==> config.mk <==
export PLATFORM = sky130hd
export DESIGN_NAME = mmu_fork_sync
export DESIGN_NICKNAME = d
export VERILOG_FILES = /design/src/rtl/mmu_hs_pkg.sv /design/src/rtl/fork_branch_slot.sv /design/src/rtl/mmu_fork_sync.sv
export SDC_FILE = /design/constraint.sdc
export NUM_CORES = 1
export LEC_CHECK = 0
export ABC_AREA = 1
export BUFFER_PORTS_ARGS = -buffer_cell sky130_fd_sc_hd__buf_4
export CORE_UTILIZATION = 32
export CTS_CLUSTER_SIZE = 8
export DETAILED_ROUTE_END_ITERATION = 7
export PLACE_DENSITY_LB_ADDON = 0.15
export SLEW_MARGIN = 20
export SYNTH_ARGS = -nofsm -noshare
export SYNTH_HDL_FRONTEND = slang
export SYNTH_SLANG_ARGS = --single-unit
==> constraint.sdc <==
create_clock -name clk -period 1.1 [get_ports clk]
set_input_delay 0.055 -clock clk [delete_from_list [all_inputs] [get_ports clk]]
set_output_delay 0.055 -clock clk [all_outputs]
set_load 0.02 [all_outputs]
==> src/rtl/mmu_hs_pkg.sv <==
// Shared definitions for the MMU handshake fabric (fork now, join later).
package mmu_hs_pkg;

    localparam int MAX_PORTS   = 16;
    localparam int STALL_CNT_W = 16;

    typedef enum logic {
        FORK_IDLE = 1'b0,
        FORK_BUSY = 1'b1
    } fork_state_e;

    // True when every still-pending branch is ready this cycle, or nothing is pending.
    function automatic logic all_done(input logic [MAX_PORTS-1:0] pend,
                                      input logic [MAX_PORTS-1:0] free);
        return &(~pend | free);
    endfunction

endpackage

==> src/rtl/fork_branch_slot.sv <==
// One branch of the fork: a single pending bit with clear > load > fire priority.
module fork_branch_slot (
    input  logic clk,
    input  logic i_clear,
    input  logic i_load,
    input  logic i_load_val,
    input  logic i_fire,
    output logic o_pend
);

    logic r_pend;

    // Load beats fire so a new token can land in the cycle the old one completes.
    always_ff @(posedge clk) begin
        if (i_clear) begin
            r_pend <= 1'b0;
        end else if (i_load) begin
            r_pend <= i_load_val;
        end else if (i_fire) begin
            r_pend <= 1'b0;
        end
    end

    assign o_pend = r_pend;

endmodule

==> src/rtl/mmu_fork_sync.sv <==
// Eager N-way fork: broadcasts one upstream token to every masked branch.
// Define MMU_FORK_STALL_CNT_EN to add the saturating o_stallCnt port.
module mmu_fork_sync
    import mmu_hs_pkg::*;
#(
    parameter int NUM_PORTS = 3,
    parameter int DATA_W    = 32,
    parameter int FULL_THRU = 1
) (
    input  logic                 clk,
    input  logic                 rst,
    input  logic                 i_drive,
    output logic                 o_free,
    input  logic [DATA_W-1:0]    i_data,
    input  logic [NUM_PORTS-1:0] i_mask,
    output logic [NUM_PORTS-1:0] o_driveNext,
    input  logic [NUM_PORTS-1:0] i_freeNext,
    output logic [DATA_W-1:0]    o_data,
`ifdef MMU_FORK_STALL_CNT_EN
    output logic                 o_busy,
    output logic [STALL_CNT_W-1:0] o_stallCnt
`else
    output logic                 o_busy
`endif
);

    logic [NUM_PORTS-1:0] w_pend;
    logic [NUM_PORTS-1:0] w_fire;
    logic [MAX_PORTS-1:0] w_pend_ext;
    logic [MAX_PORTS-1:0] w_free_ext;
    logic                 w_last;
    logic                 w_accept;
    fork_state_e          w_state;
    logic [DATA_W-1:0]    r_data;

    always_comb begin
        w_pend_ext                  = '0;
        w_free_ext                  = '0;
        w_pend_ext[NUM_PORTS-1:0]   = w_pend;
        w_free_ext[NUM_PORTS-1:0]   = i_freeNext;
    end

    assign w_state  = (w_pend != '0) ? FORK_BUSY : FORK_IDLE;
    assign w_last   = all_done(w_pend_ext, w_free_ext);
    assign w_fire   = w_pend & i_freeNext;
    assign o_free   = (FULL_THRU != 0) ? w_last : (w_state == FORK_IDLE);
    assign w_accept = i_drive & o_free;

    for (genvar g = 0; g < NUM_PORTS; g++) begin : g_slot
        fork_branch_slot u_slot (
            .clk        (clk),
            .i_clear    (rst),
            .i_load     (w_accept),
            .i_load_val (i_mask[g]),
            .i_fire     (w_fire[g]),
            .o_pend     (w_pend[g])
        );
    end

    always_ff @(posedge clk) begin
        if (rst) begin
            r_data <= '0;
        end else if (w_accept) begin
            r_data <= i_data;
        end
    end

    assign o_driveNext = w_pend;
    assign o_data      = r_data;
    assign o_busy      = (w_state == FORK_BUSY);

`ifdef MMU_FORK_STALL_CNT_EN
    logic [STALL_CNT_W-1:0] r_stall_cnt;

    // Counts cycles where some held branch is waiting; sticks at all-ones.
    always_ff @(posedge clk) begin
        if (rst) begin
            r_stall_cnt <= '0;
        end else if (((w_pend & ~i_freeNext) != '0) && (r_stall_cnt != '1)) begin
            r_stall_cnt <= r_stall_cnt + 1'b1;
        end
    end

    assign o_stallCnt = r_stall_cnt;
`endif

    property p_upstream_stable;
        @(posedge clk) disable iff (rst)
            (i_drive && !o_free) |=> ($stable(i_data) && $stable(i_mask));
    endproperty

    a_upstream_stable: assert property (p_upstream_stable);

endmodule

# [After elaboration in Yosys (flattened, before gate mapping)]
# Cells that the tools add are included.
[word_totals] romBits=0 mem_count=0 out_inout_bits=37 in_bits=41 ff_bits=35 latch_bits=0 ramBits=0
[op_classes] eq_ne=0 bitwise=4 mul=0 addsub=0 n_reduce_logical=5 n_div=0 order_cmp=0 shifts=0 n_mux=7
[op_table] operator="inverter 3 -> 16 bit" count=1
[op_table] operator="OR 16 x 3 -> 16 bit" count=1
[op_table] operator="AND reduction 16 bit" count=1
[op_table] operator="two-way mux 1 bit" count=7
[op_table] operator="nonzero test 2 bit" count=3
[op_table] operator="bitwise AND 3 bit" count=1
[op_table] operator="nonzero test 3 bit" count=1
[op_table] operator="bitwise AND 1 bit" count=1

# [Logic depth before layout (Yosys ltp)]
[logic_depth] ltp_word=5 mapped_depth=8 depth_no_buf=7

# [Hierarchy]
# A second synthesis with hierarchy kept.
[unflattened] hier_cells=248 area_unflattened_um2=1647.8
[by_module_without_submodules] module="mmu_fork_sync" area_each_um2=1505.2 instances=1 cells_per_inst=224
[by_module_without_submodules] module="fork_branch_slot" area_each_um2=47.5 instances=3 cells_per_inst=8

# [Worst setup path before layout]
# No wires, ideal clock.
[synth_timing] path_kind="register -> register" startpoint="register g_slot[1].u_slot.r_pend" endpoint="register r_data[21] (netlist: o_data[21])" setup_slack_ns=-0.015 synth_period_minus_slack_ns=1.115 path_stages_with_launch=8 required_time_ns=0.988 arrival_time_ns=1.003 setup_ns=0.112 path_cell_list="dfxtp_1 > nand2_1 > nand2_2 > nor2_4 > buf_2 > nand3_1 > nand2_1 > nor2_2"
[synth_via] elab_chain_len=4
[synth_rtl] element="from (decl)" line="fork_branch_slot.sv:11" text="logic r_pend;"
[synth_rtl] element="from (signal assigned)" line="fork_branch_slot.sv:18" text="r_pend <= i_load_val;"
[synth_rtl] element="inverter 3 -> 16 bit" line="mmu_hs_pkg.sv:15" text="return &(~pend | free);"
[synth_rtl] element="OR 16 x 3 -> 16 bit" line="mmu_hs_pkg.sv:15"
[synth_rtl] element="AND reduction 16 bit" line="mmu_hs_pkg.sv:15"
[synth_rtl] element="bitwise AND 1 bit" line="mmu_fork_sync.sv:47" text="assign w_accept = i_drive & o_free;"
[synth_rtl] element="to (signal assigned)" line="mmu_fork_sync.sv:64" text="r_data <= i_data;"
[synth_rtl] element="to (decl)" line="mmu_fork_sync.sv:34" text="logic [DATA_W-1:0] r_data;"
# Every way passes these cells.
# A chain may end at the register's enable or synchronous reset.

# [Worst setup path in the final report]
[layout_timing] startpoint="register g_slot[2].u_slot.r_pend" endpoint="register g_slot[0].u_slot.r_pend"
[layout_via] elab_chain_len=5 elab_cells_between_ends=6 classes_between="mux (1); bitwise (3); reduce/logical (2)"
[layout_rtl] element="from (decl)" line="fork_branch_slot.sv:11"
[layout_rtl] element="from (signal assigned)" line="fork_branch_slot.sv:18"
[layout_rtl] element="inverter 3 -> 16 bit (*)" line="mmu_hs_pkg.sv:15"
[layout_rtl] element="OR 16 x 3 -> 16 bit (*)" line="mmu_hs_pkg.sv:15"
[layout_rtl] element="AND reduction 16 bit (*)" line="mmu_hs_pkg.sv:15"
[layout_rtl] element="bitwise AND 1 bit (*)" line="mmu_fork_sync.sv:47"
[layout_rtl] element="two-way mux 1 bit or nonzero test 2 bit (tied branches)"
[layout_rtl] element="to (signal assigned)" line="fork_branch_slot.sv:18"
[layout_rtl] element="to (decl)" line="fork_branch_slot.sv:11"
# Every way passes the cells marked *; elsewhere a longest branch is shown, timed or not.

==> run_results.csv <==
group,metric,value,unit
run_status,status,"complete, but fails checks",
run_status,violations,"negative setup slack",
cells_and_area,diodes,0,
placement,gp_congestion,0.705,
timing,maxSlewHeadroom,0.829,
clocking,clock_sinks,35,
cells_and_area,final_core_util,0.546,
placement,hpwl,2.73,mm
pwr,power,3.34,mW
floorplan,die-area,5300,um^2
worst_hold_path,hp-start,"i_mask[2]",
worst_setup_path,cp_num_buf_inv,2,
worst_setup_path,crit_arrival,1400,ps
grt,grt_pass1_wl,6.35,mm
clocking,clkTransAtPathRegs,60,ps
cells_and_area,layout-drive-gt1-share,0.467,
worst_setup_path,rrSetupSlack,-90,ps
placement,dp.cells,370,
grt,grt_pass1_vias,1448,
floorplan,rows,25,
drt,drt_wl_total,4.24,mm
clocking,cts_max_level,2,
worst_setup_path,reg2reg_from,"g_slot[2].u_slot.o_pend",
placement,io_buffers,77,
clocking,insertion_delay,280,ps
drt,vias,1641,
worst_setup_path,reg2regPathDepth,7,
floorplan,fp.dieH,72.8,um
synth,syn_avg_cell_area,6.94,um^2
pwr,p_per_area,1280,nW/um^2
worst_setup_path,critPathMaxStageDelay,330,ps
job,cap_violations,0,
cells_and_area,nets,363,
worst_setup_path,crit_family,"simple AND/OR/NAND/NOR gates",
timing,setup_viol,36,
grt,grt_overflow,0,
worst_setup_path,end_kind,"register",
timing,hold_viol_final,0,
drt,drt_iter0_drc,72,
worst_setup_path,path_max_fanout,11,
timing,finalWorstPathRequiredPeriod,1190,ps
worst_setup_path,cp_slowest_cell,"dfxtp_2",
synth,yosys_register_bits,35,
worst_hold_path,hp-class,"in -> reg",
floorplan,die_w,72.8,um
clocking,clock_path_buffers,2,
clocking,cts_made_buffers,5,
clocking,tritoncts,"yes",
floorplan,coreArea,4790,um^2
grt,antenna_found_initial,0,
clocking,cts-root-buf,"clkbuf_8",
worst_setup_path,cp.depth,7,
worst_setup_path,crit_type,"reg -> reg",
synth,synthCells,231,
drt,dr.pass1.iters,4,
worst_hold_path,whs_endpoint,"g_slot[2].u_slot.o_pend",
floorplan,start_util,0.335,
synth,yosysWarnings,0,
drt,drc,0,
worst_setup_path,required,1300,ps
floorplan,ioPinCount,78,
synth,ys_types,16,
drt,drtAntennaViolNets,0,
timing,fin_ws,-92.0,ps
drt,via_per_inst,4.21,
worst_setup_path,crit_chain,"nand2_2 > nand2_4 > nor2_4 > buf_12 > buf_6 > nand3_1 > a21oi_2",
timing,period_share,1.08,
pwr,ir_worst_vdd,768,uV
drt,avgRoutedWirePerCell,10.9,um
grt,grt_max_degree,19,
timing,slew_viol_final,0,
grt,track_usage,0.157,
timing,worstMarginPinSlew,256,ps
timing,tns,-1190,ps
synth,ys_seq_area_frac,0.437,
timing,grt_setup_unrepaired,"yes",
synth,syn_area,1600,um^2
worst_setup_path,timing.rr.end,"g_slot[0].u_slot.o_pend",
cells_and_area,stdcell_count,390,
timing,clock_skew,5.78,ps
worst_setup_path,crit_path_start_kind,"register",
timing,max_freq,839,MHz
worst_hold_path,worstHoldPathCells,3,
synth,syn_nets,272,
timing,holdWs,53.7,ps
pwr,power.leakage,1.41,nW
cells_and_area,synthToLayoutAreaGrowth,62.9,%
==> synth_stat cells <==
library cell	count	share of area
a21oi_1	3	0.0094
buf_1	4	0.0094
buf_2	2	0.0062
buf_4	5	0.023
buf_6	3	0.021
clkbuf_1	2	0.0047
dfxtp_1	35	0.44
inv_1	37	0.087
inv_2	1	0.0023
nand2_1	35	0.082
nand2_2	1	0.0039
nand3_1	35	0.11
nor2_1	45	0.11
nor2_2	21	0.082
nor2_4	1	0.0070
nor3_4	1	0.010
==> per-layer routing <==
layer	part of all wire	routed length, um	vias to the layer above	global-route usage
li1	-	-	863	-
met1	0.43	1820	721	0.188
met2	0.50	2130	46	0.261
met3	0.051	217	11	0.0428
met4	0.018	76	0	0.0741
met5	0	0	-	0
==> cells in the final DEF (no fill, tap or decap) <==
cell type / Yosys / routed
a21oi_2: 0 / 3
buf_12: 0 / 3
buf_4: 5 / 88
buf_6: 3 / 5
buf_8: 0 / 1
clkbuf_1: 2 / 2
clkbuf_16: 0 / 2
clkbuf_8: 0 / 5
clkinv_2: 0 / 1
dfxtp_1: 35 / 32
dfxtp_2: 0 / 3
dlygate4sd3_1: 0 / 1
inv_1: 37 / 36
inv_2: 1 / 2
nand2_1: 35 / 29
nand2_2: 1 / 5
nand2_4: 0 / 2
nand3_1: 35 / 28
nand3_2: 0 / 6
nand3_4: 0 / 1
nor2_1: 45 / 44
nor2_2: 21 / 20
nor2_4: 1 / 3
nor3_4: 1 / 1
==> where the power goes <==
part	switching, mW	internal, mW
Combinational	0.518	0.503
Sequential	0.0676	1.38
Clock	0.428	0.444
==> per-stage QoR <==
stage                     setup WS (ps)  cell area, um^2
after CTS                         -91.9             2470
final                             -92.0             2610
after global routing               -142             2610
after detailed placement          -37.8             2280
after global placement            -16.4             2280
after floorplan                   -14.9             1600
==> worst max path at each step <==
stage | startpoint | end
CTS | g_slot[0].u_slot.o_pend | o_free
floorplan | g_slot[1].u_slot.o_pend | o_data[21]
finish | g_slot[2].u_slot.o_pend | g_slot[0].u_slot.o_pend
global placement | g_slot[1].u_slot.o_pend | g_slot[1].u_slot.o_pend
detailed placement | g_slot[0].u_slot.o_pend | o_data[4]
global route | g_slot[1].u_slot.o_pend | g_slot[0].u_slot.o_pend
==> flip-flops by register name (all words and copies together), names as in the netlist <==
name	count
g_slot.u_slot.o_pend	3
o_data	32
==> what timing repair did <==
| action | CTS | global route |
|---|---|---|
| cloned | 0 | 2 |
| pin swaps | 8 | 6 |
| endpoints found under the hold margin | 3 | 0 |
| setup buffers | 7 | 2 |
| gates resized for setup | 16 | 17 |
| endpoints found under the setup margin | 37 | 37 |
| hold buffers | 1 | 0 |
==> cell families after synthesis <==
logic type             synth area share
AO/OA/AOI/OAI                   0.00936
buffers and inverters             0.154
flip-flops                        0.437
AND/OR/NAND/NOR                   0.400
==> worst register-to-register path: stages, from the launching register on <==
cell and delay (ps):
dfxtp_2 330, nand2_2 80, nand2_4 70, nor2_4 120, buf_12 120, buf_6 130
nand3_1 110, a21oi_2 160
==> cell type report <==
| cell class | count | area (um^2) |
|---|---|---|
| Fill cell | 496 | 2170 |
| Inverter | 38 | 143 |
| Tap cell | 67 | 83.8 |
| Clock inverter | 1 | 5.00 |
| Clock buffer | 7 | 76.3 |
| Multi-Input combinational cell | 142 | 747 |
| Timing Repair Buffer | 100 | 852 |
| Sequential cell | 35 | 704 |
(Power assumes the default switching activity.)
